### src/rtl/aes_pkg.sv
// Shared definitions for the byte-serial AES state datapath blocks.
package aes_pkg;

  localparam int DATA_W_DEF = 8;

  // One element of the AES/Rijndael state at the default width.
  typedef logic [DATA_W_DEF-1:0] state_byte_t;

  // Rijndael allows 4, 6 or 8 state columns.
  function automatic bit nb_is_legal(input int nb);
    return (nb == 4) || (nb == 6) || (nb == 8);
  endfunction

  // Cyclic column shift applied to each row. Only the 8-column state differs,
  // where rows 2 and 3 move one extra column.
  function automatic logic [2:0] srow_offset(input int nb, input logic [1:0] row);
    if (nb == 8 && row[1]) begin
      return {1'b0, row} + 3'd1;
    end
    return {1'b0, row};
  endfunction

endpackage

### src/rtl/shiftrows_src_index.sv
// Maps an output position k = r + 4*c to the buffer position holding the
// byte that belongs there, for either the forward or the inverse permutation.
module shiftrows_src_index
  import aes_pkg::*;
#(
  parameter int NB    = 4,
  parameter int IDX_W = $clog2(4 * NB)
) (
  input  logic [IDX_W-1:0] i_rd_idx,
  input  logic             i_inv,
  output logic [IDX_W-1:0] o_src_idx
);

  // Column field width, and one extra bit so col + NB never overflows.
  localparam int CW = IDX_W - 2;
  localparam int SW = IDX_W - 1;

  logic [1:0]    w_row;
  logic [CW-1:0] w_col;
  logic [2:0]    w_shift;
  logic [SW-1:0] w_sum;
  logic [CW-1:0] w_col_src;

  // Column rotation with an explicit wrap so NB=6 stays correct.
  always_comb begin
    w_row   = i_rd_idx[1:0];
    w_col   = i_rd_idx[IDX_W-1:2];
    w_shift = srow_offset(NB, w_row);
    if (i_inv) begin
      w_sum = SW'(w_col) + SW'(NB) - SW'(w_shift);
    end else begin
      w_sum = SW'(w_col) + SW'(w_shift);
    end
    if (w_sum >= SW'(NB)) begin
      w_col_src = CW'(w_sum - SW'(NB));
    end else begin
      w_col_src = CW'(w_sum);
    end
    o_src_idx = {w_col_src, w_row};
  end

endmodule

### src/rtl/shiftrows_stream.sv
// Byte-serial (Inv)ShiftRows. A block of 4*NB bytes is written in arrival
// order into one bank of a ping-pong buffer while the other bank is read out
// in permuted order, so the stream runs at one byte per cycle.
module shiftrows_stream
  import aes_pkg::*;
#(
  parameter int DATA_W = 8,
  parameter int NB     = 4
) (
  input  logic              clock,
  input  logic              resetn,
  input  logic [DATA_W-1:0] in_data,
  input  logic              in_valid,
  output logic              in_ready,
  input  logic              in_inv,
  output logic [DATA_W-1:0] out_data,
  output logic              out_valid,
  input  logic              out_ready,
  output logic              out_last,
  output logic              out_inv
);

  localparam int N     = 4 * NB;
  localparam int IDX_W = $clog2(N);
  localparam logic [IDX_W-1:0] LAST_IDX = IDX_W'(N - 1);
  localparam bit NB_OK = nb_is_legal(NB);

  if (!NB_OK) begin : g_bad_nb
    $error("shiftrows_stream: NB must be 4, 6 or 8");
  end

  logic [DATA_W-1:0] r_mem [2][N];
  logic              r_wr_bank;
  logic              r_rd_bank;
  logic [IDX_W-1:0]  r_wr_idx;
  logic [IDX_W-1:0]  r_rd_idx;
  logic [1:0]        r_full;
  logic [1:0]        r_inv;

  logic              w_in_fire;
  logic              w_out_fire;
  logic [IDX_W-1:0]  w_src_idx;

  // Handshake depends only on registered bank flags; resetn just masks them
  // during the reset cycle itself.
  assign in_ready   = resetn & ~r_full[r_wr_bank];
  assign out_valid  = resetn & r_full[r_rd_bank];
  assign out_last   = out_valid & (r_rd_idx == LAST_IDX);
  assign out_inv    = resetn & r_inv[r_rd_bank];
  assign w_in_fire  = in_valid & in_ready;
  assign w_out_fire = out_valid & out_ready;

  shiftrows_src_index #(
    .NB    (NB),
    .IDX_W (IDX_W)
  ) u_src_index (
    .i_rd_idx  (r_rd_idx),
    .i_inv     (r_inv[r_rd_bank]),
    .o_src_idx (w_src_idx)
  );

  // The read bank is never written while full, so this holds steady under stall.
  assign out_data = out_valid ? r_mem[r_rd_bank][w_src_idx] : '0;

  // Byte storage; contents are meaningless until a bank is marked full.
  always_ff @(posedge clock) begin
    if (w_in_fire) begin
      r_mem[r_wr_bank][r_wr_idx] <= in_data;
    end
  end

  // Write and read pointers, bank flags and per-bank mode bits. A fill and a
  // drain completing together always touch different banks.
  always_ff @(posedge clock) begin
    if (!resetn) begin
      r_wr_bank <= 1'b0;
      r_rd_bank <= 1'b0;
      r_wr_idx  <= '0;
      r_rd_idx  <= '0;
      r_full    <= 2'b00;
      r_inv     <= 2'b00;
    end else begin
      if (w_in_fire) begin
        if (r_wr_idx == '0) begin
          r_inv[r_wr_bank] <= in_inv;
        end
        if (r_wr_idx == LAST_IDX) begin
          r_full[r_wr_bank] <= 1'b1;
          r_wr_bank         <= ~r_wr_bank;
          r_wr_idx          <= '0;
        end else begin
          r_wr_idx <= r_wr_idx + 1'b1;
        end
      end
      if (w_out_fire) begin
        if (r_rd_idx == LAST_IDX) begin
          r_full[r_rd_bank] <= 1'b0;
          r_rd_bank         <= ~r_rd_bank;
          r_rd_idx          <= '0;
        end else begin
          r_rd_idx <= r_rd_idx + 1'b1;
        end
      end
    end
  end

endmodule
### config.mk
export PLATFORM = sky130hd
export DESIGN_NAME = shiftrows_stream
export DESIGN_NICKNAME = d
export VERILOG_FILES = /design/src/rtl/aes_pkg.sv /design/src/rtl/shiftrows_src_index.sv /design/src/rtl/shiftrows_stream.sv
export SDC_FILE = /design/constraint.sdc
export NUM_CORES = 1
export LEC_CHECK = 0
export BUFFER_PORTS_ARGS = -buffer_cell sky130_fd_sc_hd__buf_4
export CORE_ASPECT_RATIO = 1.1
export CORE_MARGIN = 2
export CORE_UTILIZATION = 50
export DETAILED_ROUTE_END_ITERATION = 7
export GPL_TIMING_DRIVEN = 1
export PLACE_DENSITY = 0.75
export SLEW_MARGIN = 10
export SYNTH_ARGS = -nofsm -noshare
export SYNTH_HDL_FRONTEND = slang
export SYNTH_SLANG_ARGS = --single-unit
### constraint.sdc
create_clock -name clock -period 2.4 [get_ports clock]
set_input_delay 0 -clock clock [delete_from_list [all_inputs] [get_ports clock]]
set_output_delay 0 -clock clock [all_outputs]
set_load 0.01 [all_outputs]
==> results of run 1 <==
==> cell usage in the layout, fill, tap and decap left out, types with 11 or more instances in the layout <==
| cell | count |
|---|---|
| dfxtp_1 | 12 |
| mux4_2 | 64 |
| buf_4 | 62 |
| nor2_1 | 32 |
| a22oi_1 | 13 |
| dlygate4sd3_1 | 11 |
| clkbuf_16 | 25 |
| edfxtp_1 | 256 |
| a22oi_2 | 19 |
| nand2_1 | 26 |
==> per-layer routing <==
layer  wire length (µm)  track usage  up-vias
met5                 12            0        -
met4                865       0.0820        2
met3               2080       0.0596       61
met2              11600        0.345      275
met1               8730        0.272     2832
li1                   -            -     2355
==> power groups by stage <==
stage	combinational [µW]	clock, µW	sequential [µW]
2_1_floorplan	44.1	0	5290
3_3_place_gp	147	0	5290
3_5_place_dp	156	0	5290
4_1_cts	175	3520	5190
5_1_grt	189	3690	5180
6_report	175	3470	5190
==> final cells by class <==
class | count | area (µm²) | area share
flip-flops and latches | 271 | 7990 | 0.635
clock buffers | 29 | 641 | 0.0509
inverters | 4 | 15.0 | 0.00119
multi-input cells | 228 | 2590 | 0.206
clock inverters | 14 | 58.8 | 0.00467
repair buffers | 94 | 932 | 0.0740
well taps | 290 | 363 | 0.0288
==> sequential cells by signal, indices dropped and copies added (netlist names), named ones only <==
name	flops
r_full	2
r_inv	2
r_mem	256
r_rd_bank	1
r_rd_idx	4
r_wr_bank	1
r_wr_idx	4
==> cells by family (layout without fill, tap and decap cells) <==
group / Yosys count / count (layout) / synth area share
xor+xnor: 8 / 8 / 0.00657
flops: 271 / 271 / 0.749
fa+ha+maj: 7 / 7 / 0.00822
buf+inv: 36 / 141 / 0.0184
simple gates: 92 / 92 / 0.0403
mux: 69 / 69 / 0.140
compound gates: 52 / 52 / 0.0371
==> tightest hold or removal path, delay by kind of cell <==
kind / cells / cell delay, ns
AND/OR/NAND/NOR: 2 / 0.27
XOR/XNOR: 1 / 0.15
buffers and inverters: 1 / 0.12
==> cell usage after synthesis, drive strengths merged <==
| cell | n |
|---|---|
| nand3 | 5 |
| a21oi | 1 |
| o221a | 2 |
| ha | 7 |
| a21boi | 3 |
| edfxtp | 256 |
| clkbuf | 13 |
| a22oi | 32 |
| buf | 19 |
| xor2 | 2 |
| a22o | 8 |
| xnor2 | 6 |
| dfxtp | 15 |
| nor3 | 4 |
| mux2i | 5 |
| nand2 | 26 |
| nor2 | 33 |
| and3 | 2 |
| and2 | 8 |
| o21a | 2 |
| mux4 | 64 |
| nand4 | 2 |
| nor2b | 6 |
| nand3b | 2 |
| o21ai | 4 |
| or3b | 2 |
| or3 | 2 |
| inv | 4 |
==> stage by stage <==
step / utilization / instances
finish: 0.597 / 930
global route: 0.597 / 930
CTS: 0.596 / 928
detailed placement: 0.542 / 865
global placement: 0.542 / 865
floorplan: - / 535
==> timing repair <==
item,4_1_cts,5_1_grt
setup buffers,6,3
hold buffers,11,0
endpoints found under the hold margin,271,0
gates resized for setup,43,5
endpoints found under the setup margin,8,8
cloned,3,0
pin swaps,15,15
==> final timing paths <==
path                   to  slack [ns]
min           r_wr_idx[0]        0.09
min reg2reg      r_inv[1]        0.49
max           out_data[2]       -0.09
max reg2reg  r_mem[0][27]        0.25
==> Flow_metrics.wiki, run 1 <==
{| class="wikitable"
! Metric !! Value
|-
| Largest area contributor in the synthesized netlist || edfxtp_1
|-
| Clock network latency to the later pin of the worst-skew pair || 0.51 ns
|-
| Final Hold Fails || 0
|-
| Peak clock frequency supported by timing || 402 MHz
|-
| Diodes inserted || 0
|-
| Core footprint || 0.0211 mm²
|-
| Drt pass-1 iters || 4
|-
| Hold slack final || 0.0852 ns
|-
| Switching portion of total power || 0.193
|-
| Via count of the first global-routing pass || 5735
|-
| Setup repair after global routing missed its margin || yes
|-
| DPL Wire Length || 14.3 mm
|-
| Crit path required time || 2.40 ns
|-
| Arrival @ worst endpoint || 2.49 ns
|-
| Cells taking the most area after synthesis || edfxtp_1 72%, mux4_2 14%, dfxtp_1 2.8%, a22oi_1 2.3%, nor2_1 1.2%
|-
| Area share of the largest cell type after synthesis || 0.721
|-
| Share of the cycle needed by the critical path after routing || 1.04
|-
| Final critical delay including setup and external delays || 2.49 ns
|-
| Post-synthesis area per instance || 19.9 µm²
|-
| Finished layout cell area || 0.0126 mm²
|-
| Post-detailed-route count of antenna-violating nets || 0
|-
| Final Max Tran Viols || 0
|-
| Part of the total power dissipated in the clock network || 0.393
|-
| First-pass GRT wire length || 34.7 mm
|-
| Ordered cell list for the critical path || buf_16 -> buf_8 -> mux4_2 -> a22oi_2 -> nand2_1 -> a22o_1 -> buf_6
|-
| Crit path depth || 7
|-
| Worst setup SP type || register
|-
| Ports || 25
|-
| Type of the worst min-delay path || primary input to register
|-
| Peak VDD IR || 0.000489 V
|-
| Area grow syn2layout || 18.2%
|-
| Power per standard cell area || 701 mW/mm²
|-
| Final Skew || 0.0110 ns
|-
| # DRC || 0
|-
| Final setup violation count || 8
|-
| Worst R2R Path Depth || 4
|-
| Clock root buffer || clkbuf_16
|-
| Grt total ovfl || 0
|-
| Fill cell instance count of the final layout || 1436
|-
| Number of distinct library cells after synthesis || 32
|-
| Clock transition at path regs || 0.06 ns
|-
| Run status || finished, violations left
|-
| Final Total Pwr || 8830 µW
|-
| Endpoint type of the worst setup path || primary output
|-
| Share of power burned in combinational logic || 0.020
|-
| Via Count || 5525
|-
| Summed negative setup slack over all endpoints || -0.389 ns
|-
| Initial core utilization || 0.505
|-
| Total Routing Usage GR || 0.212
|-
| Violated checks || setup timing
|-
| CTS Buf Count || 25
|-
| Wire length reported by the detailed router || 23.3 mm
|-
| P_leak || 0.00400 µW
|-
| Y dimension of the die || 157 µm
|-
| Iteration-0 DRC Markers || 618
|-
| Maximum root-to-sink buffer count || 3
|-
| Placed instance area || 0.0114 mm²
|-
| RD Place Congestion || 0.813
|-
| Number of instances in the synthesized netlist || 535
|-
| Worst rel slew slack || 0.596
|-
| Die area || 0.0225 mm²
|-
| Worst Max-Slew Pin Slew || 0.605 ns
|-
| Setup slack after placement || 0.213 ns
|-
| Wire per inst || 25.1 µm
|-
| Clock tree from TritonCTS || done
|-
| Cell with the biggest individual delay on the critical path || mux4_2
|-
| Largest fanout of any net on the critical path || 5
|-
| Hold Path Depth || 4
|-
| Number of H-tree levels || 1
|-
| Family with the most delay on the worst path || compound AO/OA/AOI/OAI gates
|-
| Min setup slack post-route || -0.0863 ns
|-
| Seq/Total Area, Yosys || 0.749
|-
| Start of the worst register-to-register path || r_wr_bank
|-
| Internal || 7120 µW
|-
| Buffers on Ports || 24
|-
| Worst path buffer plus inverter count || 3
|-
| CP max stage delay || 0.49 ns
|-
| Synthesized netlist net count || 555
|-
| Warnings from Yosys || 0
|-
| Switch Pwr || 1710 µW
|-
| Combined area of all synthesized cells || 0.0107 mm²
|-
| HP Start || in_valid
|-
| Antenna violations before repair || 2
|-
| Number of sinks on the clock net || 271
|-
| Kind of critical path || register to primary output
|-
| Horizontal extent of the die || 143 µm
|-
| Pin count of the biggest net entering global routing || 41
|-
| Number of register bits inferred by synthesis || 271
|-
| Cell row count || 56
|-
| Fraction of power consumed by sequential logic || 0.587
|-
| Vias per cell || 5.94
|-
| Max Cap Viol || 0
|-
| Fraction of final layout cells with drive strength greater than 1 || 0.327
|-
| Final Net Count || 644
|}
(Power assumes the default switching activity.)
==> run 2: changes to the inputs <==
--- a/config.mk
+++ b/config.mk
@@ -6,12 +6,15 @@
 export NUM_CORES = 1
 export LEC_CHECK = 0
 export BUFFER_PORTS_ARGS = -buffer_cell sky130_fd_sc_hd__buf_4
+export CELL_PAD_IN_SITES_DETAIL_PLACEMENT = 0
+export CELL_PAD_IN_SITES_GLOBAL_PLACEMENT = 1
 export CORE_ASPECT_RATIO = 1.1
 export CORE_MARGIN = 2
 export CORE_UTILIZATION = 50
 export DETAILED_ROUTE_END_ITERATION = 7
 export GPL_TIMING_DRIVEN = 1
-export PLACE_DENSITY = 0.75
+export PLACE_DENSITY = 0.82
+export SETUP_SLACK_MARGIN = 0.2
 export SLEW_MARGIN = 10
 export SYNTH_ARGS = -nofsm -noshare
 export SYNTH_HDL_FRONTEND = slang
==> Flow_metrics.wiki, run 2 (synthesis results as in run 1) <==
{| class="wikitable"
! Metric !! Value
|-
| Run status || finished, violations left
|-
| Violated checks || setup timing
|-
| Cell row count || 56 (unchanged)
|-
| Type of the worst min-delay path || primary input to register
|-
| Final Skew || 0.0126 ns (+0.00159 ns)
|-
| Final Hold Fails || 0 (unchanged)
|-
| Clock root buffer || clkbuf_16
|-
| Fraction of final layout cells with drive strength greater than 1 || 0.350 (+0.0234)
|-
| Count of non-filler cells in the finished layout || 930 (unchanged)
|-
| Clock transition at path regs || 0.07 ns (about the same)
|-
| Clock network latency to the later pin of the worst-skew pair || 0.53 ns (+0.02 ns)
|-
| Wire length reported by the detailed router || 24.2 mm (+3.9%)
|-
| Number of sinks on the clock net || 271 (unchanged)
|-
| Arrival @ worst endpoint || 2.44 ns (-0.05 ns)
|-
| Part of the total power dissipated in the clock network || 0.460 (+0.067)
|-
| Peak VDD IR || 0.000512 V (+4.8%)
|-
| Worst rel slew slack || 0.717 (+0.121)
|-
| Vias per cell || 6.02 (+1.3%)
|-
| Iteration-0 DRC Markers || 693 (+12%)
|-
| Maximum root-to-sink buffer count || 3 (unchanged)
|-
| RD Place Congestion || 0.777 (-4.4%)
|-
| Grt total ovfl || 0 (unchanged)
|-
| Largest fanout of any net on the critical path || 4 (-1)
|-
| Share of power burned in combinational logic || 0.018 (-0.002)
|-
| Cell with the biggest individual delay on the critical path || mux4_2
|-
| Min setup slack post-route || -0.0400 ns (+0.0463 ns)
|-
| Register ranked first by flip-flop count || r_mem
|-
| Buffers on Ports || 24 (unchanged)
|-
| P_leak || 0.00411 µW (+2.8%)
|-
| Setup repair after global routing missed its margin || yes
|-
| Clock tree from TritonCTS || done
|-
| Peak clock frequency supported by timing || 410 MHz (+1.9%)
|-
| Endpoint type of the worst setup path || primary output
|-
| Ordered cell list for the critical path || buf_12 -> clkbuf_16 -> mux4_2 -> a22oi_1 -> nand2_1 -> a22o_1 -> buf_6
|-
| Via count of the first global-routing pass || 5686 (-0.85%)
|-
| Horizontal extent of the die || 143 µm (unchanged)
|-
| Antenna violations before repair || 0 (-2)
|-
| DPL Wire Length || 14.3 mm (+0.46%)
|-
| Die area || 0.0225 mm² (unchanged)
|-
| Final setup violation count || 8 (unchanged)
|-
| First-pass GRT wire length || 36.2 mm (+4.5%)
|-
| Crit path required time || 2.40 ns (about the same)
|-
| Commonest cells after routing, fill and taps aside || 256 x edfxtp_1, 64 x mux4_2, 63 x buf_4, 32 x nor2_1, 28 x clkbuf_16
|-
| CP max stage delay || 0.53 ns (+0.04 ns)
|-
| # DRC || 0 (unchanged)
|-
| Flip-flop count of the largest register after layout || 256 (unchanged)
|-
| Number of H-tree levels || 1 (unchanged)
|-
| Final Net Count || 641 (-0.47%)
|-
| Most frequent standard cell in the layout excluding fill and tap cells || edfxtp_1
|-
| Switching portion of total power || 0.182 (-0.0115)
|-
| Area grow syn2layout || 20.7%
|-
| Setup slack after placement || 0.213 ns (+0.000595 ns)
|-
| Final Max Tran Viols || 0 (unchanged)
|-
| Kind of critical path || register to primary output
|-
| Power per standard cell area || 771 mW/mm² (+10%)
|-
| Worst Max-Slew Pin Slew || 0.424 ns (-0.181 ns)
|-
| Wire per inst || 26.0 µm (+3.9%)
|-
| Cell count after placement || 862 (-0.35%)
|-
| Drt pass-1 iters || 5 (+1)
|-
| Initial core utilization || 0.505 (unchanged)
|-
| CTS Buf Count || 26 (+4.0%)
|-
| Largest registers || r_mem: 256 flops, r_rd_idx: 4 flops, r_wr_idx: 4 flops
|-
| Worst R2R Path Depth || 5 (+1)
|-
| Worst setup SP type || register
|-
| Post-detailed-route count of antenna-violating nets || 0 (unchanged)
|-
| Ports || 25 (unchanged)
|-
| Fill cell instance count of the final layout || 1440 (+0.28%)
|-
| Core footprint || 0.0211 mm² (unchanged)
|-
| Hold Path Depth || 4 (unchanged)
|-
| Diodes inserted || 0 (unchanged)
|-
| Internal || 8120 µW (+14%)
|-
| Switch Pwr || 1800 µW (+5.7%)
|-
| Y dimension of the die || 157 µm (unchanged)
|-
| Share of the cycle needed by the critical path after routing || 1.02 (-0.0193)
|-
| Fraction of power consumed by sequential logic || 0.523 (-0.064)
|-
| Final critical delay including setup and external delays || 2.44 ns (-0.0463 ns)
|-
| Via Count || 5599 (+1.3%)
|-
| Max Cap Viol || 0 (unchanged)
|-
| Total Routing Usage GR || 0.224 (+0.0119)
|-
| Pin count of the biggest net entering global routing || 52 (+27%)
|}
## run 2: repair_timing
action	4_1_cts	5_1_grt
resized for setup	28	19
endpoints found under the hold margin	271	0
setup buffers	2	2
setup endpoints to repair	8	59
pin swaps	5	5
hold buffers	12	0
gates cloned	4	1
## run 2: worst paths after layout
| kind | slack [ns] | end | start |
|---|---|---|---|
| min | 0.03 | r_wr_idx[0] | in_valid |
| min reg2reg | 0.49 | r_inv[1] | r_inv[1] |
| max | -0.04 | out_data[3] | register |
| max reg2reg | 0.46 | r_mem[0][3] | r_wr_bank |
## run 2: area by class of cell
cell class,instances,area [µm²],share of cell area
sequential,271,7990,0.621
multi-input combinational,228,2620,0.204
timing repair buffer,90,900,0.0699
clock buffer,31,721,0.0560
tap,290,363,0.0282
clock inverter,16,256,0.0199
inverter,4,15.0,0.00117
## run 2: power by group through the flow
| stage | clock network (µW) | logic (µW) | registers (µW) |
|---|---|---|---|
| floorplan | 0 | 44.1 | 5290 |
| global placement | 0 | 143 | 5290 |
| detailed placement | 0 | 152 | 5290 |
| CTS | 4620 | 168 | 5190 |
| global route | 4780 | 189 | 5180 |
| finish | 4560 | 174 | 5190 |
## run 2: critical path: cells and delay by family, from the launching register on
kind,cells,cell delay [ns]
mux,1,0.53
flops,1,0.43
compound gates,2,0.43
buf+inv,3,0.42
simple gates,1,0.09
## run 2: routing by layer
| metal | vias to the layer above | part of all wire | global-route usage |
|---|---|---|---|
| met5 | - | 0 | 0 |
| met1 | 2876 | 0.39 | 0.306 |
| met2 | 321 | 0.50 | 0.366 |
| met3 | 48 | 0.085 | 0.0426 |
| met4 | 0 | 0.029 | 0.0754 |
| li1 | 2354 | - | - |
## run 2: per-stage QoR
step / hold WS, ns / area, µm² / power, µW / setup TNS (ns) / utilization
5_1_grt: 0.0793 / 12900 / 10200 / -0.843 / 0.610
6_report: 0.0269 / 12900 / 9920 / -0.134 / 0.610
4_1_cts: 0.0565 / 12800 / 9970 / -0.444 / 0.605
2_1_floorplan: 0.0989 / 10700 / 5330 / 0 / -
3_5_place_dp: 0.302 / 11400 / 5440 / 0 / 0.541
3_3_place_gp: 0.305 / 11400 / 5430 / 0 / 0.541
